--- config.mk ---
export PLATFORM = sky130hd
export DESIGN_NAME = if_id_skid
export DESIGN_NICKNAME = d
export VERILOG_FILES = /design/src/rtl/if_id_skid.sv
export SDC_FILE = /design/constraint.sdc
export NUM_CORES = 1
export LEC_CHECK = 0
export ABC_AREA = 1
export CORE_UTILIZATION = 46
export DETAILED_ROUTE_END_ITERATION = 8
export GPL_TIMING_DRIVEN = 0
export PLACE_DENSITY = 0.74
export SYNTH_ARGS = -nofsm -noshare
export SYNTH_HDL_FRONTEND = slang
export SYNTH_SLANG_ARGS = --single-unit
--- constraint.sdc ---
create_clock -name clk -period 1.4 [get_ports clk]
set_input_delay 0.28 -clock clk [delete_from_list [all_inputs] [get_ports clk]]
set_output_delay 0.28 -clock clk [all_outputs]
set_load 0.01 [all_outputs]
--- src/rtl/if_id_skid.sv ---
// -----------------------------------------------------------------------------
// if_id_skid
//
// IF/ID pipeline stage with a two-entry skid buffer. Carries PC, instruction
// and a sideband field from fetch to decode over a valid/ready handshake.
// in_ready is decoded from the registered state only, so there is no
// combinational path from out_ready (or in_valid) to in_ready. A synchronous
// flush empties the stage for branch/jump redirects. While the stage holds
// nothing, out_inst presents NOP_INST so decode sees a harmless bubble.
//
// Ports:
//   clk        clock, rising edge
//   rst        asynchronous reset, active low (0 = reset)
//   flush      synchronous flush: drops held entries and this cycle's offer
//   in_valid   fetch offers an entry
//   in_ready   stage can accept an entry (state != FULL)
//   in_pc      fetch PC            [ADDR_W]
//   in_inst    fetched instruction [INST_W]
//   in_side    sideband            [SIDE_W]
//   out_valid  head entry valid (state != EMPTY)
//   out_ready  decode accepts the head entry
//   out_pc     PC of head entry
//   out_inst   instruction of head entry, NOP_INST when empty
//   out_side   sideband of head entry
//   occupancy  entries held: 0, 1 or 2
// -----------------------------------------------------------------------------
module if_id_skid #(
    parameter int                 ADDR_W   = 32,
    parameter int                 INST_W   = 32,
    parameter int                 SIDE_W   = 1,
    parameter logic [INST_W-1:0]  NOP_INST = INST_W'(32'h0000_0013)
) (
    input  logic              clk,
    input  logic              rst,
    input  logic              flush,
    input  logic              in_valid,
    output logic              in_ready,
    input  logic [ADDR_W-1:0] in_pc,
    input  logic [INST_W-1:0] in_inst,
    input  logic [SIDE_W-1:0] in_side,
    output logic              out_valid,
    input  logic              out_ready,
    output logic [ADDR_W-1:0] out_pc,
    output logic [INST_W-1:0] out_inst,
    output logic [SIDE_W-1:0] out_side,
    output logic [1:0]        occupancy
);

    // Encoding doubles as the occupancy count.
    typedef enum logic [1:0] {
        ST_EMPTY = 2'd0,
        ST_ONE   = 2'd1,
        ST_FULL  = 2'd2
    } state_e;

    state_e              state_q, state_d;

    // Main register is the head entry and drives the outputs.
    logic [ADDR_W-1:0]   main_pc_q,   main_pc_d;
    logic [INST_W-1:0]   main_inst_q, main_inst_d;
    logic [SIDE_W-1:0]   main_side_q, main_side_d;

    // Skid register holds the younger entry while decode stalls.
    logic [ADDR_W-1:0]   skid_pc_q,   skid_pc_d;
    logic [INST_W-1:0]   skid_inst_q, skid_inst_d;
    logic [SIDE_W-1:0]   skid_side_q, skid_side_d;

    logic                fire_in;
    logic                fire_out;

    assign in_ready  = (state_q != ST_FULL);
    assign out_valid = (state_q != ST_EMPTY);
    assign occupancy = state_q;

    assign fire_in   = in_valid  & in_ready;
    assign fire_out  = out_valid & out_ready;

    assign out_pc    = main_pc_q;
    assign out_side  = main_side_q;
    assign out_inst  = out_valid ? main_inst_q : NOP_INST;

    always_comb begin
        state_d     = state_q;
        main_pc_d   = main_pc_q;
        main_inst_d = main_inst_q;
        main_side_d = main_side_q;
        skid_pc_d   = skid_pc_q;
        skid_inst_d = skid_inst_q;
        skid_side_d = skid_side_q;

        if (flush) begin
            // Redirect: everything held and anything offered is dropped.
            // A fire_out this cycle has still been taken by decode.
            state_d = ST_EMPTY;
        end else begin
            unique case (state_q)
                ST_EMPTY: begin
                    if (fire_in) begin
                        main_pc_d   = in_pc;
                        main_inst_d = in_inst;
                        main_side_d = in_side;
                        state_d     = ST_ONE;
                    end
                end
                ST_ONE: begin
                    if (fire_in && fire_out) begin
                        // Pass-through: head leaves, new entry becomes head.
                        main_pc_d   = in_pc;
                        main_inst_d = in_inst;
                        main_side_d = in_side;
                    end else if (fire_in) begin
                        // Decode stalled: park the younger entry in the skid.
                        skid_pc_d   = in_pc;
                        skid_inst_d = in_inst;
                        skid_side_d = in_side;
                        state_d     = ST_FULL;
                    end else if (fire_out) begin
                        state_d     = ST_EMPTY;
                    end
                end
                ST_FULL: begin
                    if (fire_out) begin
                        main_pc_d   = skid_pc_q;
                        main_inst_d = skid_inst_q;
                        main_side_d = skid_side_q;
                        state_d     = ST_ONE;
                    end
                end
                default: begin
                    state_d = ST_EMPTY;
                end
            endcase
        end
    end

    always_ff @(posedge clk or negedge rst) begin
        if (!rst) begin
            state_q     <= ST_EMPTY;
            main_pc_q   <= '0;
            main_inst_q <= '0;
            main_side_q <= '0;
            skid_pc_q   <= '0;
            skid_inst_q <= '0;
            skid_side_q <= '0;
        end else begin
            state_q     <= state_d;
            main_pc_q   <= main_pc_d;
            main_inst_q <= main_inst_d;
            main_side_q <= main_side_d;
            skid_pc_q   <= skid_pc_d;
            skid_inst_q <= skid_inst_d;
            skid_side_q <= skid_side_d;
        end
    end

endmodule

==> metrics.md <==
| Metric | Value |
|---|---|
| Outcome | finished, violations left |
| Violated checks | negative setup slack |
| Root buf cell | clkbuf_16 |
| Area leader, netlist | dfrtp_1 |
| CP Data Arrival Time | 1770 ps |
| CTS Buffer Depth | 2 |
| Post-Route WL | about 18000 um |
| HPWL Detailed | 11100 um |
| CTS Buf Count | 17 |
| Core box area | 13300 um^2 |
| Worst slew pin tran | around 650 ps |
| Vias in the first global route | 5592 |
| Unrepaired setup endpoints after global routing | true |
| WHS | approximately 400 ps |
| Nets | roughly 1100 |
| Slew Viols, Final | 0 |
| Top cells by area, synth | dfrtp_1 (52%), nand2_1 (18%), nand3_1 (8.2%) |
| DP Area | 7970 um^2 |
| Boundary Pins | 139 |
| DR WL/cell | around 15 um |
| Initial Util | 47.4% |
| Met1 Track Usage GR | 35.0% |
| Worst vdd ir | 0.941 mV |
| Critical path data required time | 1120 ps |
| Register bit total from synthesis | 132 |
| Global-route wire length before repair | 28300 um |
| Critical path startpoint category | flip-flop |
| Worst hold path class | in2async |
| TritonRoute pass-1 iters | 5 |
| Power Density | 1400 nW/um^2 |
| Final Hold Viols | 0 |
| GR Util All Layers | 25.6% |
| Max-Cap Viols | 0 |
| Final critical-path required period | 2050 ps |
| Die Area | about 14000 um^2 |
| Final setup skew | 6.15 ps |
| Setup CP Type | reg2out |
| CP endpoint kind | output pin |
| Final Setup Violations | 165 |
| Mean Syn Cell Area | 7.65 um^2 |
| Synth top area share | 52.2% |
| Synthesized area | 6330 um^2 |
| Total clock sinks | 132 |
| Clock Latency Late Sink | 420 ps |
| DR iter-0 viols | 402 |
| Fmax | between 0.4 and 0.5 GHz |
| Most Crowded Layer GR | met2 |
| Netlist cell types | 16 |
| GR Overflow Total | 0 |
| # diodes | 0 |
| Tcrit/Tclk final | 147% |
| Syn Nets | 897 |
| CTS H-Tree Depth | 4 |
| Layout area overhead | 49.8% |
| Synth Instances | 827 |
| Worst Slack Setup Final | -654 ps |
| Final instance area | 9480 um^2 |
| DRT antenna net count | 0 |
| Yosys warning count | 0 |
| Via Count | 6042 |
| Die Width | 119 um |
| Global-route track usage on met3 | roughly 6.4% |
| CTS clk-pin slew, worst paths | 60 ps |
| Initial antenna violation count | 0 |
| Max FO, Critical Path | 5 |
| Largest net degree at the start of global routing | 68 |
| M2 GR Usage | between 30% and 40% |
| CTS tree | yes |
| Sequential cell area fraction in the yosys report | 52.2% |
| Cells on worst reg2reg path | 9 |
| Slew HR | about 56% |
| DR DRC count | 0 |
| Via density | 4.98 |
| Placer congestion estimate | 0.790 |
| Rows | 42 |
| PortBufs | 138 |
| LEAKAGE | 0.00512 uW |
| Proportion of layout cells with a drive suffix above 1 | 20.5% |
| Die height | 119 um |
==> registers in the layout, summed over array words and instances, names as in the netlist <==
name	flops
skid_inst_q	32
out_side	1
main_inst_q	32
skid_pc_q	32
skid_side_q	1
out_pc	32
occupancy	2
==> final timing paths <==
check	start	end	slack, ps
worst max-delay path	occupancy[1]	out_inst[0]	-650
worst min-delay path	rst	out_pc[11]	400
max in group asynchronous	rst	occupancy[0]	240
min in group clk	in_pc[24]	skid_pc_q[24]	420
worst min register to register	out_pc[10]	out_pc[10]	460
worst max register to register	occupancy[1]	skid_pc_q[29]	-260
==> synth_stat cells <==
cell type,instances
nand2_2,2
o21a_1,30
nor2_1,30
o21ai_2,1
buf_4,4
nand3_1,104
or2_2,3
dfrtp_1,132
buf_2,38
o21ai_0,66
nand2_1,300
inv_1,99
a21oi_2,1
clkbuf_1,14
nand4_1,2
inv_2,1
==> what timing repair did <==
action,CTS,global route
gates resized for setup,293,138
setup buffers,25,7
endpoints found under the hold margin,66,0
endpoints found under the setup margin,195,178
cloned,6,6
pin swaps,11,12
hold buffers,1,0
==> logic make-up after synthesis <==
kind of cell / count (synthesis) / synth area share, %
flops: 132 / 52.2
buf+inv: 156 / 10.2
simple gates: 441 / 28.5
compound gates: 98 / 9.06
==> cell type report <==
cell class	count	area, um^2
clock buffers	28	547
inverters	100	382
multi-input cells	539	2570
clock inverters	3	15.0
repair buffers	183	1900
plain buffers	52	549
well taps	176	220
flip-flops and latches	132	3300
fillers	1047	3870
==> cells in the final DEF, fill, tap and decap left out, types with 6 or more instances in the layout <==
master	instances
clkbuf_4	6
clkbuf_16	23
clkbuf_8	9
buf_4	11
buf_6	46
buf_8	20
nor2_1	14
nor2_4	8
buf_2	29
nor2_2	8
dfrtp_1	131
nand2_1	283
o21a_1	30
o21ai_0	32
o21ai_1	26
dlygate4sd2_1	32
o21ai_2	8
inv_1	97
clkdlybuf4s50_1	68
nand2_2	17
nand3_1	103
==> routing by layer <==
layer | wire length, um | vias to the layer above
li1 | - | 2982
met1 | 7910 | 2800
met2 | 8710 | 231
met3 | 1290 | 29
met4 | 276 | 0
met5 | 0 | -
==> metrics by stage <==
stage / cells / power (uW) / utilization, % / setup slack, ps / TNS (ps)
final: 1213 / 13200 / 71.0 / -654 / -31490
after global routing: 1213 / 13900 / 71.0 / -696 / -41260
after CTS: 1205 / 12900 / 67.2 / -680 / -34760
after detailed placement: 1142 / 8550 / 59.7 / -591 / -74840
after global placement: 1141 / 8460 / 59.5 / -5780 / -768070
after floorplan: 827 / 7130 / - / 20.5 / 0
==> critical path, cell delays in order, from the launching register on <==
cell        delay [ps]
dfrtp_1            390
inv_2               70
nand2_4             70
clkinvlp_4         180
buf_4              190
buf_6              100
or2_4              220
buf_6              120
==> power by group <==
group	internal, uW	leakage (uW)	total [uW]	switching (uW)
sequential	4890	0.00159	5410	516
combinational	1770	0.00325	3630	1860
clock	2620	0.000282	4190	1560
total	9280	0.00512	13200	3940
No activity file was read; power rests on OpenSTA's default activity.
